**src/rtl/pipeline_hazard_ctrl.sv**
```systemverilog
// Pipeline sequencer: load-use stall, memory-wait freeze, branch flush and a
// RUN/DRAIN/HALTED halt controller driving every stage register's enables.
module pipeline_hazard_ctrl #(
    parameter int DRAIN_CYCLES = 4,
    parameter int MEM_TIMEOUT  = 8,
    parameter int STALL_W      = 16
) (
    input  logic               i_clock,
    input  logic               i_reset,
    input  logic [3:0]         i_id_registerA,
    input  logic [3:0]         i_id_registerB,
    input  logic               i_id_useA,
    input  logic               i_id_useB,
    input  logic               i_id_ex_memRead,
    input  logic [3:0]         i_id_ex_registerRD,
    input  logic               i_branch_taken,
    input  logic               i_mem_busy,
    input  logic               i_halt_req,
    input  logic               i_resume,
    output logic               o_pc_write,
    output logic               o_if_id_write,
    output logic               o_if_id_flush,
    output logic               o_id_ex_write,
    output logic               o_id_ex_bubble,
    output logic               o_ex_mem_write,
    output logic               o_mem_wb_bubble,
    output logic               o_halted,
    output logic               o_mem_error,
    output logic [STALL_W-1:0] o_stall_count
);

    typedef enum logic [1:0] {
        ST_RUN    = 2'd0,
        ST_DRAIN  = 2'd1,
        ST_HALTED = 2'd2
    } state_t;

    localparam logic [3:0] DRAIN_LAST = 4'(DRAIN_CYCLES - 1);
    localparam logic [7:0] TO_LAST    = 8'(MEM_TIMEOUT - 1);
    localparam logic [7:0] TO_MAX     = 8'(MEM_TIMEOUT);

    state_t             r_state;
    state_t             w_state_next;
    logic [3:0]         r_drain_cnt;
    logic [7:0]         r_to_cnt;
    logic               r_mem_error;
    logic [STALL_W-1:0] r_stall_count;

    logic w_load_use;
    logic w_drain_adv;

    // No R0 exclusion: every register number is a real hazard candidate.
    assign w_load_use = i_id_ex_memRead &
                        ((i_id_useA & (i_id_ex_registerRD == i_id_registerA)) |
                         (i_id_useB & (i_id_ex_registerRD == i_id_registerB)));

    always_comb begin
        o_pc_write      = 1'b1;
        o_if_id_write   = 1'b1;
        o_if_id_flush   = 1'b0;
        o_id_ex_write   = 1'b1;
        o_id_ex_bubble  = 1'b0;
        o_ex_mem_write  = 1'b1;
        o_mem_wb_bubble = 1'b0;
        o_halted        = 1'b0;
        w_state_next    = r_state;
        w_drain_adv     = 1'b0;

        if (i_mem_busy) begin
            // Freeze holds every stage in every state; nothing advances.
            o_pc_write      = 1'b0;
            o_if_id_write   = 1'b0;
            o_id_ex_write   = 1'b0;
            o_ex_mem_write  = 1'b0;
            o_mem_wb_bubble = 1'b1;
            o_halted        = (r_state == ST_HALTED);
        end else begin
            case (r_state)
                ST_RUN: begin
                    if (i_branch_taken) begin
                        o_if_id_flush  = 1'b1;
                        o_id_ex_bubble = 1'b1;
                    end else if (w_load_use) begin
                        o_pc_write     = 1'b0;
                        o_if_id_write  = 1'b0;
                        o_id_ex_bubble = 1'b1;
                    end else if (i_halt_req) begin
                        w_state_next = ST_DRAIN;
                    end
                end
                ST_DRAIN: begin
                    o_pc_write    = 1'b0;
                    o_if_id_flush = 1'b1;
                    if (i_branch_taken) begin
                        o_pc_write     = 1'b1;
                        o_id_ex_bubble = 1'b1;
                        w_drain_adv    = 1'b1;
                    end else if (w_load_use) begin
                        o_if_id_write  = 1'b0;
                        o_if_id_flush  = 1'b0;
                        o_id_ex_bubble = 1'b1;
                    end else begin
                        w_drain_adv = 1'b1;
                    end
                    if (w_drain_adv && (r_drain_cnt == DRAIN_LAST)) begin
                        w_state_next = ST_HALTED;
                    end
                end
                ST_HALTED: begin
                    o_pc_write     = 1'b0;
                    o_if_id_write  = 1'b0;
                    o_id_ex_bubble = 1'b1;
                    o_halted       = 1'b1;
                    if (i_resume) begin
                        w_state_next = ST_RUN;
                    end
                end
                default: begin
                    w_state_next = ST_RUN;
                end
            endcase
        end

        if (i_reset) begin
            o_pc_write      = 1'b0;
            o_if_id_write   = 1'b0;
            o_if_id_flush   = 1'b0;
            o_id_ex_write   = 1'b0;
            o_id_ex_bubble  = 1'b1;
            o_ex_mem_write  = 1'b0;
            o_mem_wb_bubble = 1'b1;
            o_halted        = 1'b0;
        end
    end

    always_ff @(posedge i_clock or posedge i_reset) begin
        if (i_reset) begin
            r_state       <= ST_RUN;
            r_drain_cnt   <= 4'd0;
            r_to_cnt      <= 8'd0;
            r_mem_error   <= 1'b0;
            r_stall_count <= '0;
        end else begin
            r_state <= w_state_next;

            if (r_state != ST_DRAIN) begin
                r_drain_cnt <= 4'd0;
            end else if (w_drain_adv) begin
                r_drain_cnt <= r_drain_cnt + 4'd1;
            end

            if (!i_mem_busy) begin
                r_to_cnt <= 8'd0;
            end else if (r_to_cnt != TO_MAX) begin
                r_to_cnt <= r_to_cnt + 8'd1;
            end

            // Set at the edge that closes the MEM_TIMEOUT-th consecutive busy cycle.
            if (i_mem_busy && (r_to_cnt == TO_LAST)) begin
                r_mem_error <= 1'b1;
            end

            if ((r_state == ST_RUN) && !o_pc_write && (r_stall_count != {STALL_W{1'b1}})) begin
                r_stall_count <= r_stall_count + 1'b1;
            end
        end
    end

    assign o_mem_error   = r_mem_error;
    assign o_stall_count = r_stall_count;

endmodule

```
**config.mk**
```make
export PLATFORM = sky130hd
export DESIGN_NAME = pipeline_hazard_ctrl
export DESIGN_NICKNAME = d
export VERILOG_FILES = /design/src/rtl/pipeline_hazard_ctrl.sv
export SDC_FILE = /design/constraint.sdc
export NUM_CORES = 1
export LEC_CHECK = 0
export BUFFER_PORTS_ARGS = -buffer_cell sky130_fd_sc_hd__buf_4
export CORE_ASPECT_RATIO = 1.75
export CORE_MARGIN = 10
export CORE_UTILIZATION = 55
export CTS_BUF_LIST = sky130_fd_sc_hd__clkbuf_8
export DETAILED_ROUTE_END_ITERATION = 10
export GPL_TIMING_DRIVEN = 0
export HOLD_SLACK_MARGIN = 0.08
export MAX_ROUTING_LAYER = met4
export PLACE_DENSITY = 0.82
export RECOVER_POWER = 100
export SLEW_MARGIN = 5
export SYNTH_ARGS = -nofsm -noshare
export SYNTH_HDL_FRONTEND = slang
export SYNTH_SLANG_ARGS = --single-unit
```
**constraint.sdc**
```tcl
create_clock -name i_clock -period 2.4 [get_ports i_clock]
set_input_delay 0.36 -clock i_clock [delete_from_list [all_inputs] [get_ports i_clock]]
set_output_delay 0.36 -clock i_clock [all_outputs]
set_load 0.05 [all_outputs]
```
==> out/metrics.cfg <==
[run_status]
status = completed

[route]
routed_via_density = 5.76
routedWlPerCell_um = 15.6
wirelength_mm = 4.62
drcViolationCount = 0
vias = 1704
drtIter0Drc = 44
drtPass1Iterations = 4
ant_nets = 0

[die]
initial_core_util_pct = 56.4
pin_count = 46
die_h_um = 97.3
die_w_um = 64.1
rows = 28
core_area_um2 = 3330
die-area_um2 = 6240

[global_route]
grt_overflow = 0
grt_pass1_wl_mm = 8.00
antenna_found_initial = 0
grt_max_degree = 18
grt_pass1_vias = 1712
track_usage_pct = 15.9

[yosys]
synth-seq-area-share_pct = 41.4
synth_area_per_cell_um2 = 9.52
synth_cells = 197
synth_nets = 222
yosys_warnings = 0
ys_seq_elements = 31
synth_edf_count = 0
yosysUniqueCellTypes = 46
async_reset_ff_share_pct = 100
synth_area_um2 = 1880
synth_flop_cell = dfrtp_1

[placed_design]
gp_congestion = 0.858
port_buffers = 45
dp.cells = 287
dpl.hpwl_mm = 3.52
place_ws_ps = -145

[clock_network]
hold_buffers = 0
post_cts_buffers = 0
cts.clk_slew.worst_paths_ps = 70
cts.sinks = 31
clock_path_buffers = 2
cts_resized = 0
cts-root-buf = clkbuf_8
insertion_delay_ps = 290
cts_buffers = 5
cts_tree = yes
htree_num_levels = 2

[timing]
slew_headroom_pct = 49.7
skew_ps = 10.3
timing.hold.ws_ps = 89.2
max_freq_mhz = 447
setup_viol = 0
hold_viol_final = 0
worst_slack_ps = 162
tightest_slew_ps = 750
period_needed_ps = 2240
drv_slew = 0
grt_setup_unrepaired = no
finalCritPeriodShare_pct = 93.3

[layout]
fin_util_pct = 68.8
final_common_cell = dfrtp_1
stdcell_count = 296
num_antenna_cells = 0
nFillCells = 293
final_cell_mix = 31 x dfrtp_1, 23 x xnor2_1, 23 x buf_4, 20 x clkbuf_1, 17 x nor2_1
syn_to_final_growth_pct = 22.1
ff_latch_area_um2 = 776
nNetsFinal = 275
multiInputGateArea_um2 = 1030
drive_gt1_share_pct = 21.5

[setup_path]
cp.arrival_ps = 1880
cp_max_fo = 4
worst_setup_path_start_kind = primary input
critPathCaptureType = output pin
reg2reg_depth = 6
cp.required_ps = 2040
critPathKind = primary input to output pin

[power]
leakage_nw = 0.941
peakVddDrop_mv = 0.545
powerDensity_nw_per_um2 = 782

[run]
maxCapViolCount = 0

[min_path]
hold_class = primary input to asynchronous set/reset pin

## registers in the layout, indices dropped and copies added (netlist names)
signal         count
o_mem_error        1
o_stall_count     16
r_drain_cnt        4
r_state            2
r_to_cnt           8
## Yosys cell counts, types with 3 or more instances
master | count | area share (%)
nand4_1 | 5 | 1.7
or2_2 | 3 | 1.0
buf_2 | 4 | 1.1
nor2_1 | 17 | 3.4
ha_1 | 4 | 2.7
nand3_1 | 15 | 4.0
nor2b_1 | 3 | 1.0
o21ai_1 | 3 | 0.80
xor2_1 | 4 | 1.9
inv_1 | 9 | 1.8
xnor2_1 | 23 | 11
mux2i_1 | 3 | 1.6
nor3_1 | 5 | 1.3
o31ai_1 | 3 | 1.2
nand2_1 | 11 | 2.2
dfrtp_1 | 31 | 41
a21oi_1 | 8 | 2.1
o21ai_0 | 10 | 2.7
## critical path: stages
cell and delay, ps:
clkbuf_1 140, xnor2_1 140, nand3_1 170, o22ai_1 440, nor2_1 80, o311a_2 330
clkbuf_4 210
## per-stage QoR
step                      setup TNS, ps  total power [mW]  cell area [um2]
final                                 0              1.79             2290
after global routing                  0              1.89             2290
after CTS                             0              1.86             2390
after detailed placement           -533              1.45             2290
after global placement             -427              1.43             2290
after floorplan                       0              1.22             1900
## metal layers
metal / vias up / share of wire (%) / track usage, %
li1: 816 / - / -
met1: 816 / 37 / 15.3
met2: 61 / 56 / 27.9
met3: 11 / 5.1 / 4.16
met4: 0 / 2.5 / 8.44
met5: - / 0 / -
## path summary, 6_finish.rpt
path,startpoint,to,slack (ps)
setup / recovery,i_id_ex_registerRD[2],o_pc_write,160
hold / removal,i_reset,o_stall_count[9],90
setup reg to reg,o_stall_count[0],o_stall_count[12],200
hold reg to reg,o_mem_error,o_mem_error,470
max in group asynchronous,i_reset,o_stall_count[12],1830
min in group i_clock,i_branch_taken,r_state[0],300
## kinds of logic (layout without fill, tap and decap cells)
family,count (synthesis),after routing,share of synthesized area (%)
xor gates and xnor gates,27,27,12.6
and+or+nand+nor,74,74,21.1
muxes,6,6,3.60
AOI/OAI and AO/OA,40,40,15.2
buffers and inverters,15,69,3.47
DFF,31,31,41.4
adders and majority gates,4,4,2.67
## where the power goes
group / leakage (nW) / internal, mW / total, mW / switching [mW]
Clock: 0.0402 / 0.201 / 0.410 / 0.208
Sequential: 0.415 / 0.606 / 0.709 / 0.103
Combinational: 0.486 / 0.206 / 0.672 / 0.465
Total: 0.941 / 1.01 / 1.79 / 0.777
## area by class of cell
type | instances | area share [%]
Buffer | 5 | 1.31
Inverter | 10 | 1.97
Multi-Input combinational cell | 151 | 45.0
Clock buffer | 5 | 3.01
Tap cell | 45 | 2.46
Timing Repair inverter | 1 | 0.219
Timing Repair Buffer | 45 | 11.3
Sequential cell | 31 | 33.9
Clock inverter | 3 | 0.874
Note: power is estimated with default switching activity, not from simulation.
